## config.mk

```make
export PLATFORM = sky130hd
export DESIGN_NAME = bus_cycle_arbiter
export DESIGN_NICKNAME = d
export VERILOG_FILES = /design/src/rtl/bus_cycle_arbiter.sv
export SDC_FILE = /design/constraint.sdc
export NUM_CORES = 1
export LEC_CHECK = 0
export CORE_ASPECT_RATIO = 1.75
export CORE_MARGIN = 4
export CORE_UTILIZATION = 37
export DETAILED_ROUTE_END_ITERATION = 10
export GPL_ROUTABILITY_DRIVEN = 0
export HOLD_SLACK_MARGIN = 0.02
export PLACE_DENSITY = 0.85
export SLEW_MARGIN = 20
export SYNTH_ARGS = -nofsm -noshare
export SYNTH_HDL_FRONTEND = slang
export SYNTH_SLANG_ARGS = --single-unit
```

## constraint.sdc

```tcl
create_clock -name clk -period 1.8 [get_ports clk]
set_clock_uncertainty 0.1 [all_clocks]
set_input_delay 0.36 -clock clk [delete_from_list [all_inputs] [get_ports clk]]
set_output_delay 0.36 -clock clk [all_outputs]
set_load 0.02 [all_outputs]
```

## src/rtl/bus_cycle_arbiter.sv

```systemverilog
// ---------------------------------------------------------------------------
// bus_cycle_arbiter : two-requester round-robin master for an 8088-style bus,
//                     sequencing T1/T2/T3/TW/T4 cycles with a wait timeout.
// Revision 1.0
// ---------------------------------------------------------------------------
`default_nettype none

module bus_cycle_arbiter #(
   parameter int ADDR_W   = 20,
   parameter int MAX_WAIT = 15
) (
   input  logic              clk,
   input  logic              reset,
   input  logic [1:0]        req,
   input  logic [ADDR_W-1:0] addr0,
   input  logic [ADDR_W-1:0] addr1,
   input  logic              iom0,
   input  logic              iom1,
   input  logic              wr0,
   input  logic              wr1,
   input  logic [7:0]        wdata0,
   input  logic [7:0]        wdata1,
   input  logic              ready,
   input  logic [7:0]        data_in,
   output logic [ADDR_W-1:0] bus_addr,
   output logic              ale,
   output logic              iom,
   output logic              rd_n,
   output logic              wr_n,
   output logic              den_n,
   output logic              data_oe,
   output logic [7:0]        data_out,
   output logic [1:0]        grant,
   output logic [1:0]        ack,
   output logic [7:0]        rdata,
   output logic              err
);

   localparam int CNT_W = (MAX_WAIT < 1) ? 1 : $clog2(MAX_WAIT + 1);
   localparam logic [CNT_W-1:0] WAIT_LIMIT = CNT_W'(MAX_WAIT);
   localparam logic [CNT_W-1:0] CNT_MAX    = '1;
   localparam bit TIMEOUT_EN = (MAX_WAIT != 0);

   typedef enum logic [2:0] {
      S_IDLE = 3'd0,
      S_T1   = 3'd1,
      S_T2   = 3'd2,
      S_T3   = 3'd3,
      S_TW   = 3'd4,
      S_T4   = 3'd5
   } state_t;

   state_t           state;
   state_t           state_next;
   logic             last;
   logic             wr_dir;
   logic [CNT_W-1:0] wait_cnt;

   logic             take_grant;
   logic             win;
   logic             capture;
   logic             timeout;
   logic             cnt_load;
   logic             cnt_inc;

   always_ff @(posedge clk or posedge reset) begin
      if (reset) begin
         state <= S_IDLE;
      end else begin
         state <= state_next;
      end
   end

   always_comb begin
      state_next = state;
      take_grant = 1'b0;
      win        = 1'b0;
      capture    = 1'b0;
      timeout    = 1'b0;
      cnt_load   = 1'b0;
      cnt_inc    = 1'b0;
      ale        = 1'b0;
      rd_n       = 1'b1;
      wr_n       = 1'b1;
      den_n      = 1'b1;
      data_oe    = 1'b0;
      ack        = 2'b00;

      case (state)
         S_IDLE: begin
            if (req != 2'b00) begin
               take_grant = 1'b1;
               // Contention goes to whoever did not win last time.
               win        = (req == 2'b11) ? ~last : req[1];
               state_next = S_T1;
            end
         end
         S_T1: begin
            ale        = 1'b1;
            state_next = S_T2;
         end
         S_T2: begin
            den_n      = 1'b0;
            rd_n       = wr_dir;
            wr_n       = ~wr_dir;
            data_oe    = wr_dir;
            state_next = S_T3;
         end
         S_T3: begin
            den_n   = 1'b0;
            rd_n    = wr_dir;
            wr_n    = ~wr_dir;
            data_oe = wr_dir;
            if (ready) begin
               capture    = ~wr_dir;
               state_next = S_T4;
            end else begin
               cnt_load   = 1'b1;
               state_next = S_TW;
            end
         end
         S_TW: begin
            den_n   = 1'b0;
            rd_n    = wr_dir;
            wr_n    = ~wr_dir;
            data_oe = wr_dir;
            if (ready) begin
               capture    = ~wr_dir;
               state_next = S_T4;
            end else if (TIMEOUT_EN && (wait_cnt == WAIT_LIMIT)) begin
               timeout    = 1'b1;
               state_next = S_T4;
            end else begin
               cnt_inc = 1'b1;
            end
         end
         S_T4: begin
            data_oe    = wr_dir;
            ack        = grant;
            state_next = S_IDLE;
         end
         default: begin
            state_next = S_IDLE;
         end
      endcase
   end

   always_ff @(posedge clk or posedge reset) begin
      if (reset) begin
         bus_addr <= '0;
         iom      <= 1'b0;
         data_out <= 8'h00;
         wr_dir   <= 1'b0;
         grant    <= 2'b00;
         last     <= 1'b1;
         rdata    <= 8'h00;
         err      <= 1'b0;
         wait_cnt <= '0;
      end else begin
         if (take_grant) begin
            bus_addr <= win ? addr1  : addr0;
            iom      <= win ? iom1   : iom0;
            data_out <= win ? wdata1 : wdata0;
            wr_dir   <= win ? wr1    : wr0;
            grant    <= win ? 2'b10  : 2'b01;
            last     <= win;
            err      <= 1'b0;
         end
         if (state == S_T4) begin
            grant <= 2'b00;
         end
         if (capture) begin
            rdata <= data_in;
         end
         if (timeout) begin
            err <= 1'b1;
         end
         // Saturating wait counter: it must never wrap back under the limit.
         if (cnt_load) begin
            wait_cnt <= CNT_W'(1);
         end else if (cnt_inc && (wait_cnt != CNT_MAX)) begin
            wait_cnt <= wait_cnt + CNT_W'(1);
         end
      end
   end

endmodule

`default_nettype wire

```

Yosys cells after proc, flatten, opt, wreduce, memory -nomap -nowiden
Cells that the tools add are included.
{ "classes": {"n_reduce_logical": 10, "n_bitwise": 2, "n_addsub": 1, "n_eq_ne": 10, "muxes": 37} }
{ "ops": {"columns": ["op", "count"], "rows": [
  ["$mux 1", 25],
  ["$mux 20", 1],
  ["$pmux 3 s5", 1],
  ["$mux 3", 3],
  ["$mux 2", 4],
  ["$mux 4", 2],
  ["$mux 8", 1],
  ["$reduce_bool 2->1", 4],
  ["$eq 3x2->1 const B", 2],
  ["$eq 3x3->1 const B", 2],
  ["$add 4x1->4 const B", 1],
  ["$eq 4x4->1 const B", 1],
  ["$ne 4x4->1 const B", 1],
  ["$reduce_or 4->1", 1],
  ["$eq 3x1->1 const B", 1],
  ["$logic_not 3->1", 1],
  ["$ne 3x3->1 const B", 1],
  ["$reduce_or 3->1", 1],
  ["$eq 2x2->1 const B", 1],
  ["$ne 2x2->1 const B", 1],
  ["$not 1->1", 2],
  ["$reduce_and 2->1", 1],
  ["$reduce_or 2->1", 1],
  ["$logic_and 1x1->1", 1]
]} }
{ "totals": {"reg_bits": 49, "in_bits": 73, "word_cells": 70} }

Longest topological paths before layout
Gate-level depths: netlist of run 1.
{ "depth": {"ltp_word": 7, "depth_mapped": 4, "depth_no_buf": 4} }

Worst setup path after synthesis of run 1
OpenSTA, ideal clock, no wires.
{ "synth_timing": {"path_kind": "reg2out", "start": "register state[1]", "end": "output port rd_n", "stages_incl_launch_ff": 4, "setup_slack_ns": -0.097, "arrival_time_ns": 1.437, "required_time_ns": 1.340, "path_cell_list": "dfrtp_1 > or3b_1 > and2_1 > or2_2"} }
{ "synth_via": {"elab_chain_len": 3} }
{ "synth_lines": {"columns": ["element", "line", "rtl"], "rows": [
  ["start: declaration", "53", "state_t state;"],
  ["start signal: assignment", "70", "state <= state_next;"],
  ["$eq 3x3->1 or $eq 3x2->1 (tied branches)", "89", "case (state)"],
  ["$reduce_or 3->1 (no line) *", null, null],
  ["$mux 1 *", "89", null],
  ["end: declaration", "28", "output logic rd_n,"]
]} }
Every way passes the cells marked *; elsewhere a longest branch is shown, timed or not.

Worst setup path in the final report of run 1
Same ends and word-level chain as after synthesis.

==> metrics.md, run 1 <==
| Metric | Value |
|---|---|
| R2R depth | 7 |
| Initial antenna violation count | 0 |
| Core footprint | 6320 µm² |
| Setup-failing EPs final | 44 |
| Vias per Instance | 5.09 |
| Total grt overflow | 0 |
| Post-synthesis sequential area ratio | 0.503 |
| Switch share | 0.366 |
| Crit path time final | 2.05 ns |
| DP Wirelength | 5.31 mm |
| Fin util | 0.696 |
| Port Buffers | 119 |
| ANT cells | 0 |
| Num CTS Buffers | 5 |
| Worst slew margin | 0.760 |
| I/O Pins | 120 |
| Routed Antenna Nets | 0 |
| Initial DRC Count | 93 |
| Total design power | 7230 µW |
| Int Pwr | 4580 µW |
| DR WL/cell | 18.3 µm |
| Fraction of layout cells with a size suffix above 1 | 0.411 |
| Max Cap Viol | 0 |
| Min setup slack post-route | -0.254 ns |
| Top cell type's share of synthesized area | 0.492 |
| Status | complete, but fails checks |
| Netlist Area Pre-Place | 2440 µm² |
| Root Buffer Master | clkbuf_8 |
| Commonest non-fill, non-tap cell in the layout | clkdlybuf4s50_1 |
| Initial Utilization | 0.386 |
| GR Layer Usage met2 | 0.362 |
| Ys Warns | 0 |
| Hold slack | 0.304 ns |
| Combinational power share | 0.635 |
| RR Startpoint | state[0] |
| First-pass GRT wire length | 11.3 mm |
| Max Freq | 0.487 GHz |
| Required @ worst endpoint | 1.34 ns |
| CP bufs+invs | 1 |
| DRT Pass-1 Iters | 4 |
| Syn Inst Count | 186 |
| Final net count | 421 |
| Max VDD drop | 1.21 mV |
| Startpoint type of the worst setup path | register |
| Gr busiest metal | met2 |
| Clock-pin slew on the worst setup and hold paths | 0.09 ns |
| Largest stage delay, worst path | 0.41 ns |
| Syn avg cell area | 13.1 µm² |
| Flop-to-flop setup slack | -0.21 ns |
| Worst slew pin tran | 0.357 ns |
| Final Routed Wirelength | 7.85 mm |
| RR Endpoint | wr_dir |
| GRT Util Overall | 0.180 |
| Mapped Nets | 260 |
| Commonest non-fill, non-tap cells in the layout | clkdlybuf4s50_1 (102), dfrtp_1 (48), mux2_2 (39) |
| Final Slew Violations | 0 |
| CP arrival | 1.59 ns |
| CP Capture Type | output port |
| Total number of vias | 2178 |
| Die width | 69.4 µm |
| Failing checks | negative setup slack |
| Layout area overhead | 80.5% |
| Clock power frac | 0.090 |
| Share of total power in sequential cells | 0.274 |
| Die Ht | 115 µm |
| Hold-fix buffers, CTS | 0 |
| Met3 GRT Util | 0.0434 |
| Critical path, cell by cell | or3b_4 > and2_4 > or2_4 > buf_6 |
| Leak | 0.00195 µW |
| Sw Pwr | 2640 µW |
| Residual DRC count | 0 |
| Synth area leaders | dfrtp_1 (49%), mux2_2 (30%), buf_6 (1.4%) |
| Area of the die | 8010 µm² |
| Clock Path Buffers | 2 |
| Final Hold Viols | 0 |
| Yosys top cell by area | dfrtp_1 |
| CTS tree | yes |
| Largest net degree at the start of global routing | 28 |
| Number of synthesized register bits | 49 |
| M1 GR Usage | 0.172 |
| H-tree level count | 2 |
| Worst Setup Path Type | register to output port |
| Worst skew pair latency | 0.31 ns |
| Vias in the first global route | 2239 |
| CP max FO | 3 |
| Worst min-delay path category | input port to asynchronous set/reset pin |
| Crit-path leading delay family | simple AND/OR/NAND/NOR gates |
| Rows | 38 |
| Slowest library cell on the worst path | dfrtp_1 |
| PD cells | 1640 nW/µm² |
| Yosys cell types | 38 |
| RSZ-0062 raised after global routing | true |
| Part of the cycle the worst path needs | 1.14 |
| CTS Sinks | 49 |
[state kept, by name, indices dropped and copies added (netlist names)]
register / count
err: 1
rdata: 8
grant: 2
wr_dir: 1
iom: 1
wait_cnt: 4
bus_addr: 20
state: 3
last: 1
data_out: 8
[Yosys cell counts]
library cell,instances
nor2_1,5
and2_1,1
inv_1,3
and3_1,2
a221o_1,1
o21ai_0,4
a21oi_1,6
nand3_1,3
a21bo_2,1
nand3b_1,1
o31ai_1,1
buf_6,3
o221a_2,1
mux2i_1,1
a31oi_1,2
o41ai_1,1
nand2_1,5
nor3_1,4
nand2b_1,5
nor4b_2,1
a21boi_2,1
a21oi_4,1
o221ai_1,1
dfrtp_1,48
dfstp_2,1
or3b_1,1
or2_2,1
mux2_1,3
or3_1,1
mux2_2,65
xnor2_1,1
or4b_1,1
buf_2,4
o22ai_1,1
nor2_2,1
ha_1,1
a21boi_0,1
clkbuf_1,2
[metal layers]
metal | vias up | wire length (µm)
met4 | 0 | 288
met3 | 20 | 428
li1 | 1001 | -
met2 | 91 | 4500
met1 | 1066 | 2640
met5 | - | 0
[power by group through the flow]
stage / logic, µW / registers (µW) / clock network [µW]
finish: 4590 / 1980 / 653
global route: 4830 / 2050 / 713
CTS: 3880 / 1970 / 673
detailed placement: 3600 / 1980 / 0
global placement: 3540 / 1940 / 0
floorplan: 1420 / 2510 / 0
[worst min-delay path: stages]
cell,delay (ns)
clkdlybuf4s50_1,0.41
inv_2,0.06
buf_4,0.29
[worst max-delay path by stage]
stage	to	start	depth (start not counted)	slack, ns
3_3_place_gp	rd_n	state[1]	4	-0.35
4_1_cts	rd_n	state[1]	4	-0.26
6_report	rd_n	state[1]	4	-0.25
5_1_grt	rd_n	state[1]	4	-0.30
3_5_place_dp	bus_addr[16]	req[1]	5	-0.37
2_1_floorplan	rd_n	state[1]	3	0.01
[cells by family (layout without fill, tap and decap cells)]
kind of cell    after synthesis  after routing  synth area share
buf+inv                      12            174            0.0297
flops                        49             49             0.503
mux                          69             69             0.318
fa+ha+maj                     1              1           0.00513
xor+xnor                      1              1           0.00359
simple gates                 32             32            0.0749
compound gates               22             22            0.0656
[cell type report]
type	count	area, µm²
inverters	3	11.3
repair buffers	163	1660
multi-input cells	125	1320
well taps	80	100
flip-flops and latches	49	1230
fillers	454	1920
clock inverters	3	17.5
clock buffers	5	68.8
[through the flow]
stage | setup TNS (ns) | setup WS (ns) | cells | instance area [µm²]
5_1_grt | -8.44 | -0.296 | 428 | 4400
2_1_floorplan | 0 | 0.0132 | 186 | 2450
3_3_place_gp | -10.64 | -0.351 | 394 | 3840
3_5_place_dp | -12.10 | -0.374 | 394 | 3840
4_1_cts | -5.70 | -0.259 | 406 | 4030
6_report | -6.12 | -0.254 | 428 | 4400
[timing repair]
item                                   in CTS  in global routing
gates resized for setup                    42                 66
endpoints found under the hold margin       0                  0
buffers inserted                            2                 23
setup endpoints to repair                  38                 53
cloned                                      2                  1
pin swaps                                   1                 10
Power figures use the tool's default switching activity.
==> run 2: changes to the inputs <==
--- a/config.mk
+++ b/config.mk
@@ -9,7 +9,6 @@
 export CORE_MARGIN = 4
 export CORE_UTILIZATION = 37
 export DETAILED_ROUTE_END_ITERATION = 10
-export GPL_ROUTABILITY_DRIVEN = 0
 export HOLD_SLACK_MARGIN = 0.02
 export PLACE_DENSITY = 0.85
 export SLEW_MARGIN = 20
==> results of run 2 <==
Final layout, timing and power as in run 1 (identical DEF).
